`config.mk`:
```
export PLATFORM = sky130hd
export DESIGN_NAME = uart_rx_cfg
export DESIGN_NICKNAME = d
export VERILOG_FILES = /design/src/rtl/uart_rx_cfg.sv
export SDC_FILE = /design/constraint.sdc
export NUM_CORES = 1
export LEC_CHECK = 0
export CAP_MARGIN = 20
export CORE_AREA = 4 4 94 87
export DETAILED_ROUTE_END_ITERATION = 10
export DIE_AREA = 0 0 98 91
export HOLD_SLACK_MARGIN = 0.12
export REMOVE_ABC_BUFFERS = 1
export SETUP_SLACK_MARGIN = 0.5
export SLEW_MARGIN = 20
export SYNTH_ARGS = -nofsm -noshare
export SYNTH_HDL_FRONTEND = slang
export SYNTH_SLANG_ARGS = --single-unit
```
`constraint.sdc`:
```
create_clock -name clk -period 5.5 [get_ports clk]
set_input_delay 0.55 -clock clk [delete_from_list [all_inputs] [get_ports clk]]
set_output_delay 0.55 -clock clk [all_outputs]
set_load 0.02 [all_outputs]
```
`src/rtl/uart_rx_cfg.sv`:
```
// uart_rx_cfg: oversampled UART receiver, majority-vote sampling,
// parity/frame/break/overrun flags, one-word valid/ready holding reg.
// Ports: clk, reset_n, rx_in, ready -> valid, d_out, f_error,
// p_error, brk, o_error.
module uart_rx_cfg #(
  parameter int CLK_FREQ   = 50_000_000,
  parameter int BAUD       = 31_250,
  parameter int OVERSAMPLE = 16,
  parameter int DATA_BITS  = 8,
  parameter int PARITY     = 0,
  parameter int STOP_BITS  = 1
) (
  input  logic                 clk,
  input  logic                 reset_n,
  input  logic                 rx_in,
  output logic                 valid,
  input  logic                 ready,
  output logic [DATA_BITS-1:0] d_out,
  output logic                 f_error,
  output logic                 p_error,
  output logic                 brk,
  output logic                 o_error
);
  localparam int DIV = CLK_FREQ / (BAUD * OVERSAMPLE);
  localparam int PW  = $clog2(DIV + 1);
  localparam int SW  = $clog2(OVERSAMPLE);
  localparam int M   = OVERSAMPLE / 2;

  if (DIV < 1) begin : g_div_chk
    $error("uart_rx_cfg: CLK_FREQ too low for BAUD*OVERSAMPLE");
  end

  typedef enum logic [2:0] {
    IDLE, START, DATA, PAR, STOP, BRK_WAIT
  } state_t;

  state_t state, state_d;

  logic                 rx_q, rx_s;
  logic [PW-1:0]        pcnt;
  logic [SW-1:0]        sub, sub_nx;
  logic                 tick, decide, maj;
  logic                 v_lo, v_mid;
  logic [3:0]           bit_cnt;
  logic [DATA_BITS-1:0] shreg;
  logic                 par_bit, f_err;
  logic                 fin, f_fin, p_fin, is_brk;
  logic                 last_data, last_stop;
  logic                 done;
  logic [DATA_BITS-1:0] fr_d;
  logic                 fr_f, fr_p, fr_b;

  assign tick   = (pcnt == PW'(DIV - 1));
  assign sub_nx = (sub == SW'(OVERSAMPLE - 1)) ? '0 : sub + 1'b1;
  // sample points are named by the count value the tick produces
  assign decide = tick && (sub_nx == SW'(M + 1));
  assign maj    = (v_lo & v_mid) | (v_lo & rx_s) | (v_mid & rx_s);

  assign last_data = (bit_cnt == 4'(DATA_BITS - 1));
  assign last_stop = (bit_cnt == 4'(STOP_BITS - 1));

  assign f_fin = f_err | ~maj;
  assign p_fin = (PARITY == 1) ? ~(^shreg ^ par_bit) :
                 (PARITY == 2) ?  (^shreg ^ par_bit) : 1'b0;
  assign is_brk = (shreg == '0) && f_fin &&
                  ((PARITY == 0) || !par_bit);

  always_ff @(posedge clk or negedge reset_n) begin
    if (!reset_n) state <= IDLE;
    else          state <= state_d;
  end

  always_comb begin
    state_d = state;
    fin     = 1'b0;
    unique case (state)
      IDLE:     if (!rx_s) state_d = START;
      START:    if (decide) state_d = maj ? IDLE : DATA;
      DATA:     if (decide && last_data)
                  state_d = (PARITY != 0) ? PAR : STOP;
      PAR:      if (decide) state_d = STOP;
      STOP:     if (decide && last_stop) begin
                  fin     = 1'b1;
                  state_d = is_brk ? BRK_WAIT : IDLE;
                end
      BRK_WAIT: if (rx_s) state_d = IDLE;
      default:  state_d = IDLE;
    endcase
  end

  always_ff @(posedge clk or negedge reset_n) begin
    if (!reset_n) begin
      rx_q    <= 1'b1;
      rx_s    <= 1'b1;
      pcnt    <= '0;
      sub     <= '0;
      v_lo    <= 1'b1;
      v_mid   <= 1'b1;
      bit_cnt <= '0;
      shreg   <= '0;
      par_bit <= 1'b0;
      f_err   <= 1'b0;
      done    <= 1'b0;
      fr_d    <= '0;
      fr_f    <= 1'b0;
      fr_p    <= 1'b0;
      fr_b    <= 1'b0;
    end else begin
      rx_q <= rx_in;
      rx_s <= rx_q;
      // align the bit grid to the start edge
      if (state == IDLE && !rx_s) begin
        pcnt <= '0;
        sub  <= '0;
      end else begin
        pcnt <= tick ? '0 : pcnt + 1'b1;
        if (tick) sub <= sub_nx;
      end
      if (tick && sub_nx == SW'(M - 1)) v_lo  <= rx_s;
      if (tick && sub_nx == SW'(M))     v_mid <= rx_s;
      if (decide) begin
        bit_cnt <= (state_d != state) ? '0 : bit_cnt + 1'b1;
        unique case (state)
          START: f_err <= 1'b0;
          DATA:  shreg <= {maj, shreg[DATA_BITS-1:1]};
          PAR:   par_bit <= maj;
          STOP:  f_err <= f_fin;
          default: ;
        endcase
      end
      done <= fin;
      if (fin) begin
        fr_d <= shreg;
        fr_f <= f_fin;
        fr_p <= p_fin;
        fr_b <= is_brk;
      end
    end
  end

  always_ff @(posedge clk or negedge reset_n) begin
    if (!reset_n) begin
      valid   <= 1'b0;
      d_out   <= '0;
      f_error <= 1'b0;
      p_error <= 1'b0;
      brk     <= 1'b0;
      o_error <= 1'b0;
    end else begin
      o_error <= 1'b0;
      if (done) begin
        if (!valid || ready) begin
          valid   <= 1'b1;
          d_out   <= fr_d;
          f_error <= fr_f;
          p_error <= fr_p;
          brk     <= fr_b;
        end else begin
          o_error <= 1'b1;
        end
      end else if (valid && ready) begin
        valid <= 1'b0;
      end
    end
  end
endmodule

```
==> impl_results.md <==
- Die Y-Extent: 91 um
- #FFs+latches synth: 54
- Initial cell density of the core: a little over a third
- Bufs on Longest Clock Path: 2
- Maximum fanout count along the critical path: 10
- Hold WC Path Type: register to register
- Number of placed cells counting well taps: 312
- Yosys warning total: 0
- Clock latency of the later-clocked register in the worst-skew pair: 0.29 ns
- Reg-to-Reg Start: sub[1]$_DFFE_PN0P_
- Count of max-cap constraint violations: 0
- Placeable core region: approximately 0.0071 mm^2
- Hold path depth: 0
- Share of post-route cells with drive strength above 1: 22.91%
- Final critical-path share of the clock period: a little under half
- Summed negative setup slack over all endpoints: 0 ns
- Post-synthesis instance area: 0.002454 mm^2
- TritonCTS clock tree: done
- Non-filler cells, final: 320
- Number of hold buffers added after CTS: 0
- Count of final hold-check violations: 0
- Crit Path Class: register to register
- Element type at the critical path start: register
- Prevailing post-synth register cell: dfrtp_1
- Number of design-rule violations left by the first detailed-router iteration: 61
- Part of the Yosys area used for sequential elements: a little under three fifths
- Final Net Count: ~240
- Commonest non-fill, non-tap cells in the layout: dfrtp_1, mux2_2, nor2_1
- Maximum clock rate: 385.0 MHz
- Area of the die: 0.008918 mm^2
- Root buffer cell: clkbuf_8
- Worst reg2reg setup slack: about 2.9 ns
- Unrepaired setup endpoints after global routing: no
- Power Total: 634.4 uW
- Total leakage power: 1.311 nW
- Final estimated routing congestion in global placement: 0.7001
- Largest net degree at the start of global routing: 55
- Status: finished, final reports clean
- Fill cells: 703
- Worst setup EP type: register
- Final worst-path setup slack: 2.903 ns
- Post-detailed-route via-to-cell ratio: 4.747
- Number of antenna violations at the first check in global routing: 0
- Number of flops mapped to enable cells by yosys: 0
- Data arrival, critical path: 2.78 ns
- Worst setup slack before clock tree synthesis: between 2 and 3 ns
- Commonest non-fill, non-tap cell in the layout: dfrtp_1
- Count of pins over their slew limit: 0
- Worst r2r path cells: 7
- Adder-cell share of the synthesized area: 3.978%
- Post-DRT Antenna Nets: 0
- # diodes: 0
- Total routing resource utilization after global routing: under 10%
- Xor and xnor fraction of the mapped netlist area: 2.499%
- Core Rows: 29
- Utilization after layout: between 30% and 40%
- Simple-gate portion of the synthesized area: 15.91%
- Final hold slack: ~0.36 ns
- Post-layout instance area: 0.002801 mm^2
- Level count of the clock H-tree: 2
- Number of vias in the routed layout: 1519
- Synth Area in Compound Gates: around 6.1%
- Clock skew: 0.003796 ns
- Vias in the first global route: roughly 1600
- Fraction of synthesis flops using an asynchronous set or reset pin: 100.0%
- Post-detailed-placement half-perimeter wirelength: roughly 2.8 mm
- IO Pins: 17
- Required time of the critical path: 5.69 ns
- Die span in x: slightly below 100 um
- Clock edge transition at the registers on the reported setup and hold paths: ~0.09 ns
- Critical R2R Capture: fr_f$_DFFE_PN0P_
- Multi-input gate area: 0.001028 mm^2
- Combinational family with the most area after synthesis: simple AND/OR/NAND/NOR gates
- Post-detailed-route DRC marker count: 0
- Number of buffers inserted by post-CTS setup repair: 0
- WL/cell: 12.46 um
- Cell count after synthesis: 207
- Grt total ovfl: 0
- Sequential cell area in the final layout: 0.001356 mm^2
- Placed inst area: 0.002706 mm^2
- Transition at the pin with the smallest max-transition slack: 0.6727 ns
- Count of input and output buffers: 15
- Worst max-slew margin expressed relative to the limit: a little under three fifths
- Wire length of the first global-routing pass: 7.369 mm
- Post-CTS resize count: 0
- Synthesis-to-finish area growth: 14.18%
- CTS sink cnt: 54
- Post-Syn Area per Cell: 11.85 um^2
- Post-synthesis mux area share: 13.26%
- First-pass iteration count of the detailed router: 4
- Final setup violation count: 0
- Peak supply drop: 0.1074 mV
- Distinct cell type count after synthesis: 47
- Total wire length: 3.988 mm
- Pwr/cell area: ~230 mW/mm^2
- Terminating pin of the worst hold path: rx_s$_DFF_PN1_
- CTS buffer count: 5
- Min-delay src: rx_q$_DFF_PN1_
- Clock period minus final worst setup slack: 2.597 ns
==> area by class of cell <==
type                            count  share of cell area [%]
Inverter                           12                   1.608
Multi-Input combinational cell    136                   36.71
Sequential cell                    54                   48.41
Timing Repair Buffer               17                   5.717
Tap cell                           93                   4.154
Clock buffer                        6                   2.948
Clock inverter                      2                  0.4466
==> critical path, cell delays in order (launching register included) <==
cell     delay (ns)
dfrtp_1        0.46
ha_1           0.26
xor2_1         0.17
or2_1          0.26
nor4_1         0.58
nand2_2        0.29
inv_2          0.14
mux2_2         0.33
==> registers in the layout, summed over array words and instances, names as in the netlist, 3 cells and up <==
name / flops
d_out: 8
sub: 4
pcnt: 7
fr_d: 8
state: 3
bit_cnt: 4
shreg: 8
==> synthesized netlist by cell type (3+ instances only) <==
master,n,area [um^2]
a21oi_1,6,30.03
inv_1,11,41.29
xnor2_1,3,26.28
nand3_1,7,35.03
nor3_1,4,20.02
clkbuf_1,3,11.26
nand2_1,15,56.30
nand2b_1,5,31.28
ha_1,7,87.58
dfstp_2,4,105.1
mux2_2,28,315.3
nor2_1,16,60.06
nor4_1,4,25.02
xor2_1,4,35.03
o21ai_0,4,20.02
dfrtp_1,50,1251
or3_1,3,18.77
==> power breakdown <==
| group | switching (mW) | internal [mW] | total [mW] |
|---|---|---|---|
| combinational | 0.00813 | 0.00215 | 0.0103 |
| sequential | 0.000885 | 0.398 | 0.399 |
| clock | 0.124 | 0.101 | 0.225 |
| total | 0.133 | 0.502 | 0.634 |
==> layer usage <==
layer	part of all wire, %	GRT usage [%]	up-vias
met5	0	0	-
met4	0.73	2.653	0
met3	3.0	2.529	2
met2	47	15.53	18
met1	49	13.30	747
li1	-	-	752
==> kinds of logic (layout without fill, tap and decap cells) <==
kind of cell    after synthesis  count (layout)
compound gates               21              21
xor+xnor                      7               7
fa+ha+maj                     8               8
buf+inv                      17              37
flops                        54              54
mux                          29              29
other cells                   1               1
simple gates                 70              70
==> how the worst max path moves through the flow <==
stage,end,startpoint,slack [ns]
final,fr_f$_DFFE_PN0P_,sub[1]$_DFFE_PN0P_,2.90
after global routing,fr_f$_DFFE_PN0P_,sub[1]$_DFFE_PN0P_,2.69
after detailed placement,fr_f$_DFFE_PN0P_,sub[1]$_DFFE_PN0P_,2.93
after CTS,fr_f$_DFFE_PN0P_,sub[1]$_DFFE_PN0P_,2.90
after floorplan,shreg[0]$_DFFE_PN0P_,sub[0]$_DFFE_PN0P_,3.19
after global placement,fr_f$_DFFE_PN0P_,sub[1]$_DFFE_PN0P_,3.00
(Power assumes the default switching activity.)
